File: config.mk
export PLATFORM = sky130hd
export DESIGN_NAME = sram_arbiter
export DESIGN_NICKNAME = d
export VERILOG_FILES = /design/src/rtl/sram_arbiter.sv
export SDC_FILE = /design/constraint.sdc
export NUM_CORES = 1
export LEC_CHECK = 0
export CORE_MARGIN = 2
export CORE_UTILIZATION = 40
export CTS_CLUSTER_DIAMETER = 60
export DETAILED_ROUTE_END_ITERATION = 7
export GPL_TIMING_DRIVEN = 1
export MAX_ROUTING_LAYER = met4
export REMOVE_ABC_BUFFERS = 1
export SYNTH_ARGS = -nofsm -noshare
export SYNTH_HDL_FRONTEND = slang
export SYNTH_SLANG_ARGS = --single-unit
File: constraint.sdc
create_clock -name Clock -period 6.9 [get_ports Clock]
set_clock_uncertainty 0.15 [all_clocks]
set_input_delay 1.035 -clock Clock [delete_from_list [all_inputs] [get_ports Clock]]
set_output_delay 1.035 -clock Clock [all_outputs]
set_load 0.01 [all_outputs]
File: src/rtl/sram_arbiter.sv
// sram_arbiter: owns the external 256Kx16 async SRAM. Serves the LCD controller's
// fixed-latency read frames and slips queued renderer writes into idle bus slots.
// Optional: define SRAM_BANK_SWAP_EN for display/draw bank swapping (BankToggle/DispBank).
module sram_arbiter #(
    parameter int FIFO_AW  = 3,
    parameter int RD_SLOTS = 4
) (
    input  logic        Clock,
    input  logic        Reset,
    input  logic        FrameStart,
    input  logic [17:0] RdAddr,
    output logic [14:0] RdQ,
    input  logic        WrValid,
    input  logic [17:0] WrAddr,
    input  logic [14:0] WrData,
    output logic        WrReady,
    output logic        OvlErr,
`ifdef SRAM_BANK_SWAP_EN
    input  logic        BankToggle,
    output logic        DispBank,
`endif
    output logic [17:0] SRAM_A,
    output logic [15:0] SRAM_DQ_O,
    output logic        SRAM_DQ_OE,
    input  logic [15:0] SRAM_DQ_I,
    output logic        SRAM_nCE,
    output logic        SRAM_nOE,
    output logic        SRAM_nWE
);
    localparam int DEPTH = 1 << FIFO_AW;
    localparam int WCW   = $clog2(RD_SLOTS + 2);
    localparam logic [WCW-1:0]     WC_LAST = WCW'(RD_SLOTS);
    localparam logic [WCW-1:0]     WC_TURN = WCW'(RD_SLOTS + 1);
    localparam logic [FIFO_AW:0]   CNT_FULL = (FIFO_AW + 1)'(DEPTH);

    typedef enum logic [1:0] {S_IDLE, S_READ, S_TURN, S_WRITE} state_t;

    state_t              state_q, state_d;
    logic [WCW-1:0]      wc_q, wc_d;
    logic                live_q;
    logic                ovl_q, ovl_d;
    logic [14:0]         rdq_q, rdq_d;
    logic [17:0]         a_q, a_d;
    logic [15:0]         dq_o_q, dq_o_d;
    logic                dq_oe_q, dq_oe_d, nce_q, noe_q, noe_d, nwe_q, nwe_d;

    // Write FIFO: address and data stored side by side
    logic [32:0]         fifo_mem [DEPTH];
    logic [FIFO_AW-1:0]  wptr_q, wptr_d, rptr_q, rptr_d;
    logic [FIFO_AW:0]    cnt_q, cnt_d;
    logic                fifo_empty, push, wr_issue;
    logic [17:0]         head_addr, rd_addr_m, wr_addr_m;
    logic [14:0]         head_data;
    logic                unused_dq15;

    assign unused_dq15 = SRAM_DQ_I[15];
    assign fifo_empty  = (cnt_q == '0);
    assign WrReady     = live_q && (cnt_q != CNT_FULL);
    assign push        = WrValid && WrReady;
    assign head_addr   = fifo_mem[rptr_q][32:15];
    assign head_data   = fifo_mem[rptr_q][14:0];
    // Writes only take slots outside a read window and never the slot a new frame claims
    assign wr_issue    = !fifo_empty && (wc_q == '0 || wc_q == WC_TURN) && !FrameStart;

`ifdef SRAM_BANK_SWAP_EN
    logic bank_q, bank_d, pend_q, pend_d, toggle;
    logic unused_bits;
    assign unused_bits = ^{head_addr[17], RdAddr[17]};
    assign rd_addr_m   = {bank_q, RdAddr[16:0]};
    assign wr_addr_m   = {~bank_q, head_addr[16:0]};
    assign DispBank    = bank_q;
    assign toggle      = BankToggle || pend_q;

    // Bank flips only when the bus is idle and no draw-bank write is still queued
    always_comb begin
        bank_d = bank_q;
        pend_d = toggle;
        if (toggle && wc_q == '0 && fifo_empty) begin
            bank_d = ~bank_q;
            pend_d = 1'b0;
        end
    end

    // Bank state registers
    always_ff @(posedge Clock or posedge Reset) begin
        if (Reset) begin
            bank_q <= 1'b0;
            pend_q <= 1'b0;
        end else begin
            bank_q <= bank_d;
            pend_q <= pend_d;
        end
    end
`else
    assign rd_addr_m = RdAddr;
    assign wr_addr_m = head_addr;
`endif

    // Window counter, phase and next pin values; pins for cycle n+1 are decided here in cycle n
    always_comb begin
        wc_d    = wc_q;
        state_d = state_q;
        ovl_d   = ovl_q || (FrameStart && wc_q != '0);
        a_d     = a_q;
        dq_o_d  = dq_o_q;
        dq_oe_d = 1'b0;
        noe_d   = 1'b1;
        nwe_d   = 1'b1;
        if (FrameStart) begin
            wc_d    = WCW'(1);
            state_d = S_READ;
        end else if (wc_q == WC_TURN || wc_q == '0) begin
            wc_d    = '0;
            state_d = wr_issue ? S_WRITE : S_IDLE;
        end else if (wc_q == WC_LAST) begin
            wc_d    = wc_q + WCW'(1);
            state_d = S_TURN;
        end else begin
            wc_d    = wc_q + WCW'(1);
            state_d = S_READ;
        end
        case (state_q)
            S_READ: begin
                a_d   = rd_addr_m;
                noe_d = 1'b0;
            end
            default: begin
                if (wr_issue) begin
                    a_d     = wr_addr_m;
                    dq_o_d  = {1'b0, head_data};
                    dq_oe_d = 1'b1;
                    nwe_d   = 1'b0;
                end
            end
        endcase
    end

    // FIFO pointers and level; simultaneous push and pop leave the level unchanged
    always_comb begin
        wptr_d = wptr_q + FIFO_AW'(push);
        rptr_d = rptr_q + FIFO_AW'(wr_issue);
        cnt_d  = cnt_q + (FIFO_AW + 1)'(push) - (FIFO_AW + 1)'(wr_issue);
        // Read data is captured at the end of every cycle the SRAM drives the bus
        rdq_d  = noe_q ? rdq_q : SRAM_DQ_I[14:0];
    end

    // FIFO storage, no reset needed since the pointers define validity
    always_ff @(posedge Clock) begin
        if (push) fifo_mem[wptr_q] <= {WrAddr, WrData};
    end

    // All state and SRAM pin registers
    always_ff @(posedge Clock or posedge Reset) begin
        if (Reset) begin
            state_q <= S_IDLE;
            wc_q    <= '0;
            live_q  <= 1'b0;
            ovl_q   <= 1'b0;
            rdq_q   <= '0;
            a_q     <= '0;
            dq_o_q  <= '0;
            dq_oe_q <= 1'b0;
            nce_q   <= 1'b1;
            noe_q   <= 1'b1;
            nwe_q   <= 1'b1;
            wptr_q  <= '0;
            rptr_q  <= '0;
            cnt_q   <= '0;
        end else begin
            state_q <= state_d;
            wc_q    <= wc_d;
            live_q  <= 1'b1;
            ovl_q   <= ovl_d;
            rdq_q   <= rdq_d;
            a_q     <= a_d;
            dq_o_q  <= dq_o_d;
            dq_oe_q <= dq_oe_d;
            nce_q   <= 1'b0;
            noe_q   <= noe_d;
            nwe_q   <= nwe_d;
            wptr_q  <= wptr_d;
            rptr_q  <= rptr_d;
            cnt_q   <= cnt_d;
        end
    end

    assign RdQ        = rdq_q;
    assign OvlErr     = ovl_q;
    assign SRAM_A     = a_q;
    assign SRAM_DQ_O  = dq_o_q;
    assign SRAM_DQ_OE = dq_oe_q;
    assign SRAM_nCE   = nce_q;
    assign SRAM_nOE   = noe_q;
    assign SRAM_nWE   = nwe_q;
endmodule

==> impl_metrics.tcl <==
set metrics [dict create \
    drtAntennaViolNets 0 \
    reg2regPathDepth 11 \
    end_kind "flip-flop" \
    holdPathStages 1 \
    maxCapViolCount 0 \
    clock_latency_ps 520 \
    synth_edf_count 264 \
    initial_core_util 0.407 \
    dr.pass1.iters 4 \
    yosysTopAreaCell "edfxtp_1" \
    grt_max_degree 70 \
    post_cts_buffers 0 \
    io_buffer_count 123 \
    required_ps 7180 \
    met2_usage 0.283 \
    grt_pass1_vias 6955 \
    fmax_mhz 255 \
    setup_tns_ps 0 \
    grt_pass1_wl_um 40900 \
    clockBufferDepth 3 \
    pin_count 126 \
    met1_usage 0.210 \
    fin_nets 881 \
    grt_antenna_before_repair 2 \
    root_buffer "clkbuf_16" \
    dp_hpwl_um 15300 \
    cp_max_fo 20 \
    wl_per_cell_um 21.8 \
    die_y_um 183 \
    clkSinkCount 333 \
    timing_hold_violations_final 0 \
    overflow 0 \
    synth_ff_type "edfxtp_1" \
    min_path_type "reg2reg" \
    ys_types 42 \
    finalSetupViolations 0 \
    avgViaCountPerCell 5.17 \
    status "finished, final reports clean" \
    core_area_mm2 0.0316 \
    max_slew_margin 0.293 \
    synth_top_area_frac 0.616 \
    synthTopCellsByCount "edfxtp_1 (264), dfrtp_1 (66), mux4_2 (66)" \
    cp_data_arrival_time_ps 4200 \
    drive_gt1_frac 0.230 \
    cts_resized 0 \
    grtUsageTotal 0.169 \
    pre_cts_ws_ps 2440 \
    die_w_um 183 \
    htree_num_levels 2 \
    synth_most_common_cell "edfxtp_1" \
    drt_iter0_drc 321 \
    yosysWarnings 0 \
    drv_slew 0 \
    synth.area.top_cells "edfxtp_1 (62%), dfrtp_1 (13%), mux4_2 (12%)" \
    seq_area_frac_synth 0.750 \
    gp_congestion 0.711 \
    cts_hold_buf 0 \
    area_growth_pct 22.2 \
    worstMarginPinSlew_ps 1060 \
    syn_area_mm2 0.0129 \
    grt_setup_unrepaired "false" \
    grt_use_met3 0.0337 \
    tritoncts "built" \
    startpoint_type "input pin" \
    grt_most_used_layer "met2" \
    wl_um 26700 \
    ir_drop_v 0.000279 \
    vias 6340 \
    crit_type "in2reg" \
    period_share 0.568 \
    avgSynthCellArea_um2 19.7 \
    period_needed_ps 3920 \
    setup_ws_ps 2980 \
    synth_cells 654 \
    cts_made_buffers 35 \
    p_leak_uw 0.00542 \
    powerDensity_mw_per_mm2 373 \
    holdWs_ps 329 \
    ys_ff_latch 333 \
    ys_async_sr_fraction 0.207 \
    placementRows 65 \
    clk_pin_slew_ps 60 \
    die_area_mm2 0.0336 \
    drc 0 \
]
## layout by cell type (no fill, tap or decap), types with 5 or more instances in the layout
cell | synthesis | layout
a211oi_1 | 8 | 8
nor2_4 | 0 | 6
ha_1 | 13 | 13
clkinv_2 | 0 | 8
inv_1 | 15 | 14
dfrtp_1 | 66 | 63
clkdlybuf4s50_1 | 0 | 123
nand2_1 | 36 | 36
mux4_2 | 66 | 66
edfxtp_1 | 264 | 264
buf_4 | 4 | 12
and2b_4 | 10 | 10
clkbuf_8 | 0 | 5
mux2_2 | 16 | 16
a211oi_2 | 10 | 10
o21ai_0 | 11 | 11
o21ai_1 | 42 | 42
clkbuf_16 | 0 | 36
nor2b_1 | 9 | 8
mux2i_1 | 16 | 16
## through the flow
step / util / area [um2] / cells / total power [uW]
finish: 0.497 / 15700 / 1227 / 5880
CTS: 0.497 / 15700 / 1225 / 5970
floorplan: - / 12700 / 624 / 3590
global route: 0.497 / 15700 / 1227 / 6170
global placement: 0.461 / 14600 / 1161 / 4050
detailed placement: 0.461 / 14600 / 1161 / 4110
## state kept, by name, indices dropped and copies added (netlist names), 3 cells and up
register / flops
rptr_q: 3
fifo_mem: 264
wc_q: 3
SRAM_DQ_O: 15
cnt_q: 4
wptr_q: 3
RdQ: 15
SRAM_A: 18
## final timing paths
check	from	to	slack [ps]
hold / removal	OvlErr	OvlErr	330
min in group asynchronous	Reset	SRAM_A[15]	1020
setup reg to reg	wc_q[1]	cnt_q[3]	3300
hold reg to reg	OvlErr	OvlErr	330
setup / recovery	FrameStart	cnt_q[3]	2980
max in group asynchronous	Reset	rptr_q[0]	4850
## where the power goes
group	internal [uW]	switching, uW
sequential	2420	282
clock	1090	757
combinational	760	572
total	4270	1610
## final cells by class
| class | instances | area (um2) |
|---|---|---|
| Antenna cell | 2 | 5.00 |
| Clock buffer | 44 | 981 |
| Clock inverter | 20 | 175 |
| Fill cell | 2594 | 15900 |
| Inverter | 16 | 61.3 |
| Multi-Input combinational cell | 275 | 3030 |
| Sequential cell | 333 | 9670 |
| Tap cell | 402 | 503 |
| Timing Repair Buffer | 135 | 1320 |
## metal layers
layer	wire length [um]	vias up
met5	0	-
met4	441	0
met3	1320	38
met2	13400	160
met1	11600	3272
li1	-	2870
## critical path, cell delays in order
cell and delay, ps:
clkdlybuf4s50_1 540, inv_1 220, nand3_2 550, inv_2 660, ha_1 290, inv_1 60, ha_1 270, a21o_1 180
a21oi_1 190, xor2_1 200
## cell families (layout without fill, tap and decap cells)
logic type	Yosys count	count (layout)	share of synthesized area
mux	98	98	0.142
simple gates	77	77	0.0316
xor+xnor	4	4	0.00272
other cells	2	5	0.000583
buf+inv	47	215	0.0197
fa+ha+maj	14	14	0.0142
compound gates	79	79	0.0393
flops	333	333	0.750
Power figures use the tool's default switching activity.
==> RTL change: new RTL, same settings <==
Change the parameter `FIFO_AW` from 3 to 4.
--- a/src/rtl/sram_arbiter.sv
+++ b/src/rtl/sram_arbiter.sv
@@ -4,3 +4,3 @@
 module sram_arbiter #(
-    parameter int FIFO_AW  = 3,
+    parameter int FIFO_AW  = 4,
     parameter int RD_SLOTS = 4
Behaviour: not the same (Yosys sat finds a counterexample within 10 cycles, from zero or initial values and one cycle with Reset high).
==> RTL change against the unedited design <==
Worst hold slack got worse by 0.0093 ns; cell area increased by 72%; sequential power is 69% higher; clock power rose by 73%; wire length is 87% higher; sequential share of layout area is 3.9 points higher; sequential cell count rose by 267; area after synthesis up 78%; worst setup slack improved by 0.65 ns; non-clock buffer count up 18; total power up 73%; fmax grew 20%.
==> RTL change: results (changes against the unedited design) <==
Routing:
- The number of search-and-repair iterations in the first detailed-routing pass is 5 (+1).
- The per-cell routed wire length is 24.3 um (+12%).
- The count of routing violations after the opening detailed-route iteration is 862 (+170%).
- The post-detailed-route via-to-cell ratio is 5.43 (+5.0%).

Status:
- The run finished with clean final reports.

Final layout:
- The count of fill cells added during filler insertion is 4583 (+77%).
- The share of final-layout standard cells stronger than drive strength 1 was 22.8% (-0.14 points).
- The flip-flop count of the largest register, all copies and words added was 528 (+100%).
- The number of nets at the end of the flow is 1339 (+52%).

Placement:
- The HPWL after detailed placement is 26.5 mm (+74%).
- The post-placement worst setup slack is 2.93 ns (+0.486 ns).
- The final weighted congestion of routability-driven global placement is 0.718 (+0.91%).

Logic synthesis:
- The count of flip-flops with a built-in enable after synthesis is 528 (+100%).
- The adder-cell area share of the yosys netlist came to 0.743% (-0.68 points).
- Counting instances in the post-synthesis netlist gives the leading cell types as edfxtp_1, mux4_2, dfrtp_1.
- The sequential element share of the synthesized area came to 77.1% (+2.1 points).
- Sorting the synthesized cells by area gives the leading types as edfxtp_1, mux4_2, dfrtp_1, nand2_1, a21oi_1.
- The proportion of register bits with asynchronous set or reset after synthesis was 12.0% (-8.7 points).
- The area fraction in compound gates after synthesis is 3.61% (-0.31 points).
- The post-synthesis mux area share is 13.8% (-0.42 points).
- The synthesized-area fraction occupied by xor and xnor cells is 0.306% (+0.034 points).

Timing:
- The tightest hold margin was 0.320 ns (-0.00931 ns).
- The transition at the pin with the smallest max-transition slack was 1.24 ns (+0.182 ns).
- The post-layout minimum cycle time is 3.27 ns (-0.651 ns).

Global routing:
- The global routing usage summed across all routing layers came to 17.6% (+0.78 points).
- The number of global-route vias before repair was 11600 (+67%).
- The wire length of the first global-routing pass came to 74.6 mm (+83%).
- The largest net degree at the start of global routing is 103 (+47%).

Power:
- The leakage power came to 8.79 nW (+62%).
- The maximum ir drop on the vdd rail is 0.272 mV (-2.5%).

Setup path:
- The data arrival time at the worst-slack endpoint came to 3.38 ns (-0.82 ns).
- The depth of the worst register-to-register path came to 8 (-3).
- The top fanout value on the critical path is 21 (+5.0%).
- The worst setup slack for register-to-register paths was 3.75 ns (+0.45 ns).

Clock tree:
- The number of buffers added by the clock tree synthesis step is 60 (+71%).
- The clock latency reported for the late side of the worst-skew pair came to 0.61 ns (+0.09 ns).
- The buffer depth of the longest clock path is 3 (unchanged).
- The total number of H-tree levels is 2 (unchanged).
RTL change: cells by family (layout without fill, tap and decap cells):
kind of cell,Yosys count,in the layout
compound gates,112,112
buf+inv,78,276
xor+xnor,8,8
simple gates,141,141
other cells,2,5
flops,600,600
fa+ha+maj,13,13
mux,148,148
RTL change: critical path, cell delays in order:
cell and delay [ns]:
clkdlybuf4s50_1 0.46, nand3_1 0.19, inv_1 0.25, nand3b_1 0.32, nor2_4 0.61, buf_4 0.51
RTL change: metrics by stage:
| stage | cells | instance area [um^2] | total power [mW] |
|---|---|---|---|
| detailed placement | 1949 | 25100 | 7.12 |
| CTS | 2057 | 27100 | 10.3 |
| global route | 2059 | 27100 | 10.6 |
| global placement | 1949 | 25100 | 7.10 |
| finish | 2059 | 27100 | 10.2 |
| floorplan | 1040 | 22600 | 6.37 |
RTL change: cell type report:
cell class	instances	area share (%)
Clock buffer	79	6.15
Multi-Input combinational cell	425	18.4
Timing Repair Buffer	153	5.43
Sequential cell	600	65.3
Inverter	15	0.222
Clock inverter	29	1.03
Tap cell	756	3.49
Antenna cell	2	0.0185
RTL change: worst paths after layout:
kind / start / end
max: WrValid / fifo_mem[6][9]
max in group asynchronous: Reset / SRAM_A[0]
max reg2reg: cnt_q[3] / fifo_mem[6][9]
min in group asynchronous: Reset / RdQ[1]
min: OvlErr / OvlErr
min reg2reg: OvlErr / OvlErr
RTL change: report_power, final:
part	switching, mW	internal [mW]
Combinational	1.20	1.22
Sequential	0.316	4.25
Clock	1.32	1.87
RTL change: layer usage:
metal / track usage (%) / wire [um]
met1: 24.3 / 22100
met2: 27.2 / 23900
met3: 2.99 / 3020
met4: 5.12 / 1050
met5: - / 0
